## src/rtl/bp_me_mem_cmd_arbiter.sv

```systemverilog
// Round-robin arbiter sharing one ME command/response channel among num_req_p miss requesters.
// Optional per-requester grant/stall counters are enabled by defining BP_ME_ARB_PERF_EN.
module bp_me_mem_cmd_arbiter #(
  parameter int unsigned num_req_p     = 2,
  parameter int unsigned paddr_width_p = 22,
  parameter int unsigned data_width_p  = 64
) (
  input  logic                               clk_i,
  input  logic                               reset_n_i,
  input  logic [num_req_p-1:0]               req_v_i,
  input  logic [num_req_p-1:0]               req_w_i,
  input  logic [num_req_p*paddr_width_p-1:0] req_addr_i,
  input  logic [num_req_p*data_width_p-1:0]  req_data_i,
  output logic [num_req_p-1:0]               req_ready_o,
  output logic [num_req_p-1:0]               resp_v_o,
  output logic [data_width_p-1:0]            resp_data_o,
  output logic                               mem_cmd_v_o,
  output logic                               mem_cmd_w_o,
  output logic [paddr_width_p-1:0]           mem_cmd_addr_o,
  output logic [data_width_p-1:0]            mem_cmd_data_o,
  input  logic                               mem_cmd_ready_i,
  input  logic                               mem_resp_v_i,
  input  logic [data_width_p-1:0]            mem_resp_data_i,
  output logic                               mem_resp_ready_o
`ifdef BP_ME_ARB_PERF_EN
  , output logic [num_req_p*32-1:0]          perf_grant_cnt_o
  , output logic [num_req_p*32-1:0]          perf_stall_cnt_o
`endif
);

  localparam int unsigned lg_req_lp = (num_req_p > 1) ? $clog2(num_req_p) : 1;
  localparam logic [num_req_p-1:0] one_lp = {{(num_req_p-1){1'b0}}, 1'b1};

  localparam logic [1:0] IDLE = 2'd0;
  localparam logic [1:0] CMD  = 2'd1;
  localparam logic [1:0] RESP = 2'd2;

  logic [1:0]               state_q, state_d;
  logic [lg_req_lp-1:0]     grant_q, grant_d;
  logic [lg_req_lp-1:0]     last_grant_q, last_grant_d;
  logic                     cmd_w_q, cmd_w_d;
  logic [paddr_width_p-1:0] cmd_addr_q, cmd_addr_d;
  logic [data_width_p-1:0]  cmd_data_q, cmd_data_d;

  logic                     found;
  logic [lg_req_lp-1:0]     winner;
  int unsigned              idx;
  logic                     resp_fire;

  // Search starts just past the last grant so every valid requester is reached within num_req_p grants.
  always_comb begin
    found  = 1'b0;
    winner = last_grant_q;
    idx    = 0;
    for (int unsigned k = 1; k <= num_req_p; k++) begin
      idx = (32'(last_grant_q) + k) % num_req_p;
      if (!found && req_v_i[idx]) begin
        found  = 1'b1;
        winner = lg_req_lp'(idx);
      end
    end
  end

  always_comb begin
    state_d      = state_q;
    grant_d      = grant_q;
    last_grant_d = last_grant_q;
    cmd_w_d      = cmd_w_q;
    cmd_addr_d   = cmd_addr_q;
    cmd_data_d   = cmd_data_q;
    unique case (state_q)
      IDLE: if (found) begin
        state_d      = CMD;
        grant_d      = winner;
        last_grant_d = winner;
        cmd_w_d      = req_w_i[winner];
        cmd_addr_d   = req_addr_i[32'(winner)*paddr_width_p +: paddr_width_p];
        cmd_data_d   = req_data_i[32'(winner)*data_width_p +: data_width_p];
      end
      CMD:  if (mem_cmd_ready_i) state_d = RESP;
      RESP: if (mem_resp_v_i)    state_d = IDLE;
      default: state_d = IDLE;
    endcase
  end

  always_ff @(posedge clk_i) begin
    if (!reset_n_i) begin
      state_q      <= IDLE;
      grant_q      <= '0;
      last_grant_q <= lg_req_lp'(num_req_p - 1);
      cmd_w_q      <= 1'b0;
      cmd_addr_q   <= '0;
      cmd_data_q   <= '0;
    end else begin
      state_q      <= state_d;
      grant_q      <= grant_d;
      last_grant_q <= last_grant_d;
      cmd_w_q      <= cmd_w_d;
      cmd_addr_q   <= cmd_addr_d;
      cmd_data_q   <= cmd_data_d;
    end
  end

  assign resp_fire        = reset_n_i && (state_q == RESP) && mem_resp_v_i;
  assign req_ready_o      = (reset_n_i && (state_q == IDLE) && found) ? (one_lp << winner) : '0;
  assign resp_v_o         = resp_fire ? (one_lp << grant_q) : '0;
  assign resp_data_o      = resp_fire ? mem_resp_data_i : '0;
  assign mem_cmd_v_o      = (state_q == CMD);
  assign mem_cmd_w_o      = cmd_w_q;
  assign mem_cmd_addr_o   = cmd_addr_q;
  assign mem_cmd_data_o   = cmd_data_q;
  assign mem_resp_ready_o = (state_q == RESP);

`ifdef BP_ME_ARB_PERF_EN
  logic [num_req_p*32-1:0] grant_cnt_q, stall_cnt_q;

  // Both counters saturate at all-ones rather than wrapping.
  always_ff @(posedge clk_i) begin
    if (!reset_n_i) begin
      grant_cnt_q <= '0;
      stall_cnt_q <= '0;
    end else begin
      for (int unsigned i = 0; i < num_req_p; i++) begin
        if (req_ready_o[i] && (grant_cnt_q[i*32 +: 32] != '1))
          grant_cnt_q[i*32 +: 32] <= grant_cnt_q[i*32 +: 32] + 32'd1;
        if (req_v_i[i] && !req_ready_o[i] && (stall_cnt_q[i*32 +: 32] != '1))
          stall_cnt_q[i*32 +: 32] <= stall_cnt_q[i*32 +: 32] + 32'd1;
      end
    end
  end

  assign perf_grant_cnt_o = grant_cnt_q;
  assign perf_stall_cnt_o = stall_cnt_q;
`endif

endmodule

```

## config.mk

```make
export PLATFORM = sky130hd
export DESIGN_NAME = bp_me_mem_cmd_arbiter
export DESIGN_NICKNAME = d
export VERILOG_FILES = /design/src/rtl/bp_me_mem_cmd_arbiter.sv
export SDC_FILE = /design/constraint.sdc
export NUM_CORES = 1
export LEC_CHECK = 0
export ABC_AREA = 0
export ABC_CLOCK_PERIOD_IN_PS = 1200
export BUFFER_PORTS_ARGS = -buffer_cell sky130_fd_sc_hd__buf_2
export CORE_AREA = 2 2 157 159
export DETAILED_ROUTE_END_ITERATION = 12
export DIE_AREA = 0 0 159 161
export GPL_TIMING_DRIVEN = 0
export SLEW_MARGIN = 5
export SYNTH_ARGS = -nofsm -noshare
export SYNTH_HDL_FRONTEND = slang
export SYNTH_SLANG_ARGS = --single-unit
```

## constraint.sdc

```tcl
create_clock -name clk_i -period 1.2 [get_ports clk_i]
set_input_delay 0.18 -clock clk_i [delete_from_list [all_inputs] [get_ports clk_i]]
set_output_delay 0.18 -clock clk_i [all_outputs]
set_load 0.01 [all_outputs]
```

# Word-level counts from Yosys, hierarchy flattened
# Index checks and enable logic that the tools add are counted.
[op_classes] order_cmp=3 n_eq_ne=5 reduce_logical=9 n_addsub=2 shift=4 mul=1 mux=17
[ops] operator="$shiftx 128x8->64" count=1
[ops] operator="$mux 64" count=1
[ops] operator="$shiftx 44x7->22" count=1
[ops] operator="$mux 1" count=10
[ops] operator="$mux 2" count=5
[ops] operator="$lt 1x2->1 const B" count=3
[ops] operator="$pmux 2 s3" count=1
[ops] operator="$logic_and 1x1->1" count=5
[ops] operator="$mul 1x4->5 const B" count=1
[ops] operator="$ne 2x2->1 const B" count=2
[ops] operator="$shl 1x1->2 const A" count=2
[ops] operator="$reduce_and 3->1" count=1
[ops] operator="$add 1x1->1 const B" count=2
[ops] operator="$eq 2x1->1 const B" count=1
[ops] operator="$eq 2x2->1 const B" count=1
[ops] operator="$logic_not 2->1" count=1
[ops] operator="$ne 2x1->1 const B" count=1
[ops] operator="$reduce_and 2->1" count=1
[ops] operator="$logic_not 1->1" count=1
[word_totals] ff_bits=91 word_cells=47

# Depth between registers and ports, before layout
# Gate-level depths: netlist (run 1).
[logic_depth] depth_word=9 mapped_depth=6

# Least setup slack after synthesis (run 1)
# OpenSTA, ideal clock, no wires.
[synth_timing] kind="register to output" from="register state_q[1]" to="output resp_data_o[23]" n_path_buf=2 arrival_ns=1.355 stages_incl_launch_ff=6 path_slack_ns=-0.335 t_required_ns=1.020 cell_sequence="dfxtp_1 > nor2b_1 > and3_1 > buf_2 > buf_2 > and2_1"
[synth_via] elab_chain_cells=4
[synth_rtl] item="start, declared" line="38" source="logic [1:0] state_q, state_d;"
[synth_rtl] item="start signal, assigned" line="95" source="state_q <= state_d;"
[synth_rtl] item="$eq 2x2->1"
[synth_rtl] item="named net mem_resp_ready_o" line="24" source="output logic mem_resp_ready_o"
[synth_rtl] item="$logic_and 1x1->1 (2 in a row)" line="104" source="assign resp_fire = reset_n_i && (state_q == RESP) && mem_resp_v_i;"
[synth_rtl] item="$mux 64" line="107" source="assign resp_data_o = resp_fire ? mem_resp_data_i : '0;"
[synth_rtl] item="end, declared" line="16" source="output logic [data_width_p-1:0] resp_data_o,"
# The timed path passes the listed nets, and every way through them passes these cells.

# Worst setup path in the final report (run 1)
[layout_timing] from="register state_q[1]" to="output resp_data_o[37]"
[layout_via] elab_chain_cells=4
[layout_rtl] item="$eq 2x2->1" line="104"
[layout_rtl] item="$logic_and 1x1->1 (2 in a row)" line="104"
[layout_rtl] item="$mux 64" line="107"
# Every way passes these cells.

==> results.tsv, run 1 <==
metric	value	unit
die_w	159	um
power.share.sequential	0.345	
pre_cts_slack	-645.0	ps
place_hpwl	18290	um
synth-seq-cells	91	
io_pins	401	
setup_ws	-597.2	ps
grt_pass1_vias	6662	
placed_area	0.007510	mm2
wl_per_cell	19.30	um
rsz0062_at_grt	yes	
r2r_setup_slack	-560	ps
start_kind	flip-flop	
grt_usage	0.1929	
synth.area.top_cells	dfxtp_1, a311oi_1, a21oi_1	
relSlewSlack	0.5371	
peakVddDrop	742.6	uV
p_total	10650	uW
ys_seq_area_frac	0.3770	
synth-async-reset-ratio	0	
fp.dieArea	0.02560	mm2
yosys.area.top_type	dfxtp_1	
syn_area	0.004832	mm2
nNetsFinal	1321	
synth_common_cells	dfxtp_1, a21oi_1, a311oi_1, nand3_1, o21ai_0	
finalCriticalPeriod	1797	ps
post-route-util	0.4076	
drive_above_1_share	0.6294	
violations	negative setup slack	
fmax	556.4	MHz
holdPathEnd	mem_cmd_data_o[23]	
maxSlewViolCount	0	
leakage	0.004450	uW
clock_power_share	0.290	
clock-skew-final	8.537	ps
cp-end-kind	output pin	
grt_max_degree	18	
clockRootBuffer	clkbuf_16	
clkLatencyLatePin	360	ps
status	finished with violations	
setup_viol	159	
cts_made_buffers	9	
start_util	0.2016	
r2r_end	last_grant_q	
htree_levels	3	
combPwrFrac	0.365	
powerDensity	1091	mW/mm2
cap_viol_max_count	0	
vias	6876	
intPower	7010	uW
drc	0	
antenna_found_initial	2	
synth_ff_type	dfxtp_1	
synth-edff-count	0	
drtAntennaViolNets	0	
whs	92.03	ps
yosys_warnings	0	
critPathMaxFanout	6	
drt_iter0_markers	497	
fin_crit_sh	1.498	
grt_pass1_wl	38660	um
core-area	0.02396	mm2
io_buffers	400	
power_switching	3643	uW
cp_common_cell	buf_6	
syn_to_final_growth	102.1	%
post_synth_num_cell_types	27	
hp-start	req_data_i[23]	
stdcell_area	0.009767	mm2
arrival	1620	ps
worstHoldPathCells	3	
r2r_cells	10	
gp_congestion	0.8513	
r2r_start	state_q[1]	
clkSinkCount	91	
clockBufferDepth	2	
drt_pass1_iterations	5	
syn_area_per_cell	7.883	um2
hold_viol	0	
syn_inst	613	
yosysTopAreaCellShare	0.3770	
synth.most_common_cell	dfxtp_1	
cp_slowest_cell	dfxtp_4	
cts_tree	done	
grt-ovfl-total	0	
synth_fp_nets	857	
slowest_delay	360	ps
vias_per_cell	4.887	
clk_pin_slew	80	ps
hp-class	in -> reg	
worstSetupPathType	reg -> out	
die_h	161	um
drt-total-wl	27160	um
path_cells	nor2b_4 -> and3_4 -> buf_8 -> buf_6 -> and2_4 -> buf_6	
worst_pin_slew	694.3	ps
switching_share	0.3420	
crit_required	1020	ps
row_count	57	
## critical path, delay by kind of cell (launching register included)
family / cells / cell delay, ps
AND/OR/NAND/NOR: 3 / 530
flip-flops: 1 / 360
buffers and inverters: 3 / 360
## state kept, by name, summed over array words and instances, names as in the netlist
signal          cells
mem_cmd_addr_o     22
mem_cmd_w_o         1
grant_q             1
state_q             2
mem_cmd_data_o     64
last_grant_q        1
## cells in the final DEF, fill, tap and decap left out, types with 2 or more instances in the layout
master	synthesis	final
clkbuf_1	47	16
dfxtp_4	0	3
clkbuf_16	0	22
a311oi_1	87	67
inv_6	0	2
nand3_1	87	82
buf_16	0	2
o21ai_1	4	10
nor2b_4	0	4
a21oi_4	0	13
buf_4	3	17
clkbuf_2	0	14
and2_4	0	55
a21oi_1	89	41
buf_2	31	347
clkbuf_4	0	6
o21ai_0	84	78
buf_8	0	21
and2_1	67	12
dfxtp_1	91	88
buf_12	0	8
buf_6	2	91
nand3_2	0	4
a311oi_2	0	20
and3_4	0	2
a21oi_2	0	35
clkinvlp_4	0	2
nor2_4	0	2
## power by group through the flow
stage / registers (uW) / clock network [uW] / logic (uW)
2_1_floorplan: 3830 / 0 / 1340
3_3_place_gp: 3680 / 0 / 2770
3_5_place_dp: 3680 / 0 / 2770
4_1_cts: 3620 / 3200 / 3300
5_1_grt: 3710 / 3290 / 4180
6_report: 3670 / 3090 / 3890
## timing repair
| item | CTS | global route |
|---|---|---|
| endpoints found under the setup margin | 159 | 160 |
| setup buffers | 23 | 19 |
| endpoints found under the hold margin | 0 | 0 |
| hold buffers | 0 | 0 |
| pin swaps | 96 | 72 |
| gates cloned | 13 | 7 |
| gates resized for setup | 148 | 172 |
## worst max-delay path by stage
stage,from,end
2_1_floorplan,state_q[1],resp_data_o[10]
3_3_place_gp,state_q[0],req_ready_o[1]
3_5_place_dp,state_q[0],req_ready_o[1]
4_1_cts,state_q[1],req_ready_o[1]
5_1_grt,state_q[1],resp_data_o[37]
6_report,state_q[1],resp_data_o[37]
## per-layer routing
metal	vias to the layer above	part of all wire	track usage
met3	24	0.063	0.03955
li1	3256	-	-
met5	-	0.00048	0
met1	3290	0.43	0.2525
met2	304	0.49	0.3330
met4	2	0.011	0.03306
## final cells by class
type / count / area (um2)
Fill cell: 2439 / 14200
Multi-Input combinational cell: 437 / 3277
Timing Repair Buffer: 458 / 3186
Sequential cell: 91 / 1833
Buffer: 78 / 748.2
Tap cell: 324 / 405.4
Clock buffer: 9 / 225.2
Clock inverter: 7 / 82.58
Inverter: 2 / 7.507
Antenna cell: 1 / 2.502
## logic make-up (layout without fill, tap and decap cells)
logic type	after synthesis	after routing	share of synthesized area
buf+inv	85	554	0.07949
flops	91	91	0.3770
compound gates	265	265	0.3428
other cells	0	1	0
simple gates	172	172	0.2007
## stage by stage
stage | cells | setup TNS (ps)
2_1_floorplan | 613 | -6244
3_3_place_gp | 1337 | -60010
3_5_place_dp | 1337 | -61240
4_1_cts | 1388 | -81950
5_1_grt | 1406 | -87260
6_report | 1407 | -77550
No activity file was read; power rests on OpenSTA's default activity.
==> inputs of run 2 (changes only) <==
--- a/config.mk
+++ b/config.mk
@@ -6,12 +6,13 @@
 export NUM_CORES = 1
 export LEC_CHECK = 0
 export ABC_AREA = 0
-export ABC_CLOCK_PERIOD_IN_PS = 1200
+export ABC_CLOCK_PERIOD_IN_PS = 2200
 export BUFFER_PORTS_ARGS = -buffer_cell sky130_fd_sc_hd__buf_2
-export CORE_AREA = 2 2 157 159
+export CORE_AREA = 2 2 156 158
 export DETAILED_ROUTE_END_ITERATION = 12
-export DIE_AREA = 0 0 159 161
+export DIE_AREA = 0 0 158 160
 export GPL_TIMING_DRIVEN = 0
+export MAX_ROUTING_LAYER = met4
 export SLEW_MARGIN = 5
 export SYNTH_ARGS = -nofsm -noshare
 export SYNTH_HDL_FRONTEND = slang
==> constraint.sdc (replaced) <==
create_clock -name clk_i -period 2.2 [get_ports clk_i]
set_input_delay 0.33 -clock clk_i [delete_from_list [all_inputs] [get_ports clk_i]]
set_output_delay 0.33 -clock clk_i [all_outputs]
set_load 0.01 [all_outputs]
==> results.tsv, run 2 (synthesis results as in run 1) <==
metric	value	unit
hold_viol	0	
fin_crit_sh	0.9784	
arrival	1820	ps
fp.dieArea	0.02528	mm2
start_kind	flip-flop	
start_util	0.2029	
slowest_delay	380	ps
nNetsFinal	1269	
switching_share	0.3426	
status	complete, no violations	
die_h	160	um
pre_cts_slack	-283.4	ps
final_cell_mix	buf_2, a21oi_1, dfxtp_1	
intPower	3371	uW
clk_pin_slew	80	ps
grt_max_degree	17	
drc	0	
drive_above_1_share	0.4515	
vias_per_cell	4.974	
cp_slowest_cell	dfxtp_4	
powerDensity	672.7	mW/mm2
io_buffers	400	
clockBufferDepth	2	
leakage	0.003653	uW
fmax	464.6	MHz
die_w	158	um
combPwrFrac	0.289	
clock-skew-final	9.777	ps
core-area	0.02382	mm2
clkSinkCount	91	
worstSetupPathType	reg -> out	
p_total	5127	uW
wl_per_cell	20.27	um
power.share.sequential	0.386	
setup_viol	0	
r2r_cells	5	
critPathTopFamily	simple AND/OR/NAND/NOR gates	
htree_levels	3	
gp_congestion	0.9506	
clockRootBuffer	clkbuf_16	
grt_pass1_vias	6448	
cts_made_buffers	9	
clock_power_share	0.325	
syn_to_final_growth	57.74	%
regArea	0.001828	mm2
crit_required	1870	ps
power_switching	1756	uW
crit_cells	6	
drt_pass1_iterations	5	
clkLatencyLatePin	350	ps
maxSlewViolCount	0	
worst_pin_slew	691.2	ps
io_pins	401	
worst-path-buf-inv	3	
vias	6785	
largest_register_ffs	64	
drt-total-wl	27650	um
critPathMaxFanout	10	
cap_viol_max_count	0	
cts_tree	done	
postCtsHoldBufs	0	
worstHoldPathCells	3	
row_count	57	
peakVddDrop	288.2	uV
place_hpwl	20760	um
drt_iter0_markers	451	
multi_input_area	0.002653	mm2
grt-ovfl-total	0	
cp-end-kind	output pin	
setup_ws	47.44	ps
final_common_cell	buf_2	
antenna_found_initial	10	
finalCriticalPeriod	2153	ps
hp-class	in -> reg	
num-fill-cells	2675	
path_cells	nor2b_4 -> and3_1 -> buf_6 -> clkbuf_4 -> and2_1 -> buf_2	
drtAntennaViolNets	0	
grt_pass1_wl	38760	um
grt_usage	0.2111	
relSlewSlack	0.5392	
==> run 2: changes by cell type in the layout (fill, tap and decap cells not counted), moves of 12 or more <==
cell | before | now
a21oi_4 | 13 | 0
clkbuf_1 | 16 | 46
clkbuf_16 | 22 | 9
buf_6 | 91 | 3
a21oi_2 | 35 | 0
a311oi_1 | 67 | 87
and2_1 | 12 | 64
clkbuf_2 | 14 | 2
a311oi_2 | 20 | 0
buf_2 | 347 | 427
a21oi_1 | 41 | 89
and2_4 | 55 | 3
buf_8 | 21 | 0
==> run 2: layout make-up <==
cell class              count  share of cell area
clock buffers              10             0.03004
repair buffers            403              0.2656
clock inverters             6            0.009521
well taps                 324             0.05318
multi-input cells         437              0.3480
flip-flops and latches     91              0.2398
diodes                     10            0.003283
plain buffers              81             0.04957
inverters                   2           0.0009849
==> run 2: routing by layer <==
layer | GRT usage | routed length (um) | up-vias
met5 | - | 0 | -
met3 | 0.04912 | 2253 | 50
met1 | 0.2401 | 10620 | 3199
met4 | 0.1171 | 1012 | 0
li1 | - | - | 3155
met2 | 0.3401 | 13760 | 381
==> run 2: repair_timing <==
item	CTS	global route
gates cloned	0	0
pin swaps	1	0
endpoints found under the setup margin	53	59
setup buffers	3	0
resized for setup	10	10
==> run 2: worst min-delay path: stages <==
cell and delay [ps]:
buf_2 100, nand3_1 50, a311oi_1 80
==> run 2: power by group through the flow <==
| stage | Sequential, uW | Combinational [uW] | Clock [uW] |
|---|---|---|---|
| detailed placement | 2010 | 1470 | 0 |
| global route | 2000 | 1620 | 1780 |
| global placement | 2010 | 1470 | 0 |
| CTS | 1980 | 1490 | 1720 |
| floorplan | 2080 | 678 | 0 |
| finish | 1980 | 1480 | 1670 |
==> run 2: through the flow <==
step                hold WS (ps)  cell area, um2  setup TNS (ps)  cells    util
detailed placement         509.5            7239          -501.3   1337  0.3039
CTS                        231.2            7590               0   1356  0.3186
global route               239.9            7622          -113.4   1364  0.3200
global placement           500.8            7239          -598.0   1337  0.3039
finish                     244.7            7622               0   1364  0.3200
floorplan                  410.0            4832               0    613       -
==> run 2: path summary, 6_finish.rpt <==
check | startpoint | end | slack, ps
hold reg to reg | state_q[1] | state_q[0] | 470
hold / removal | req_data_i[56] | mem_cmd_data_o[56] | 240
setup reg to reg | state_q[0] | mem_cmd_data_o[50] | 340
setup / recovery | state_q[1] | resp_data_o[54] | 50
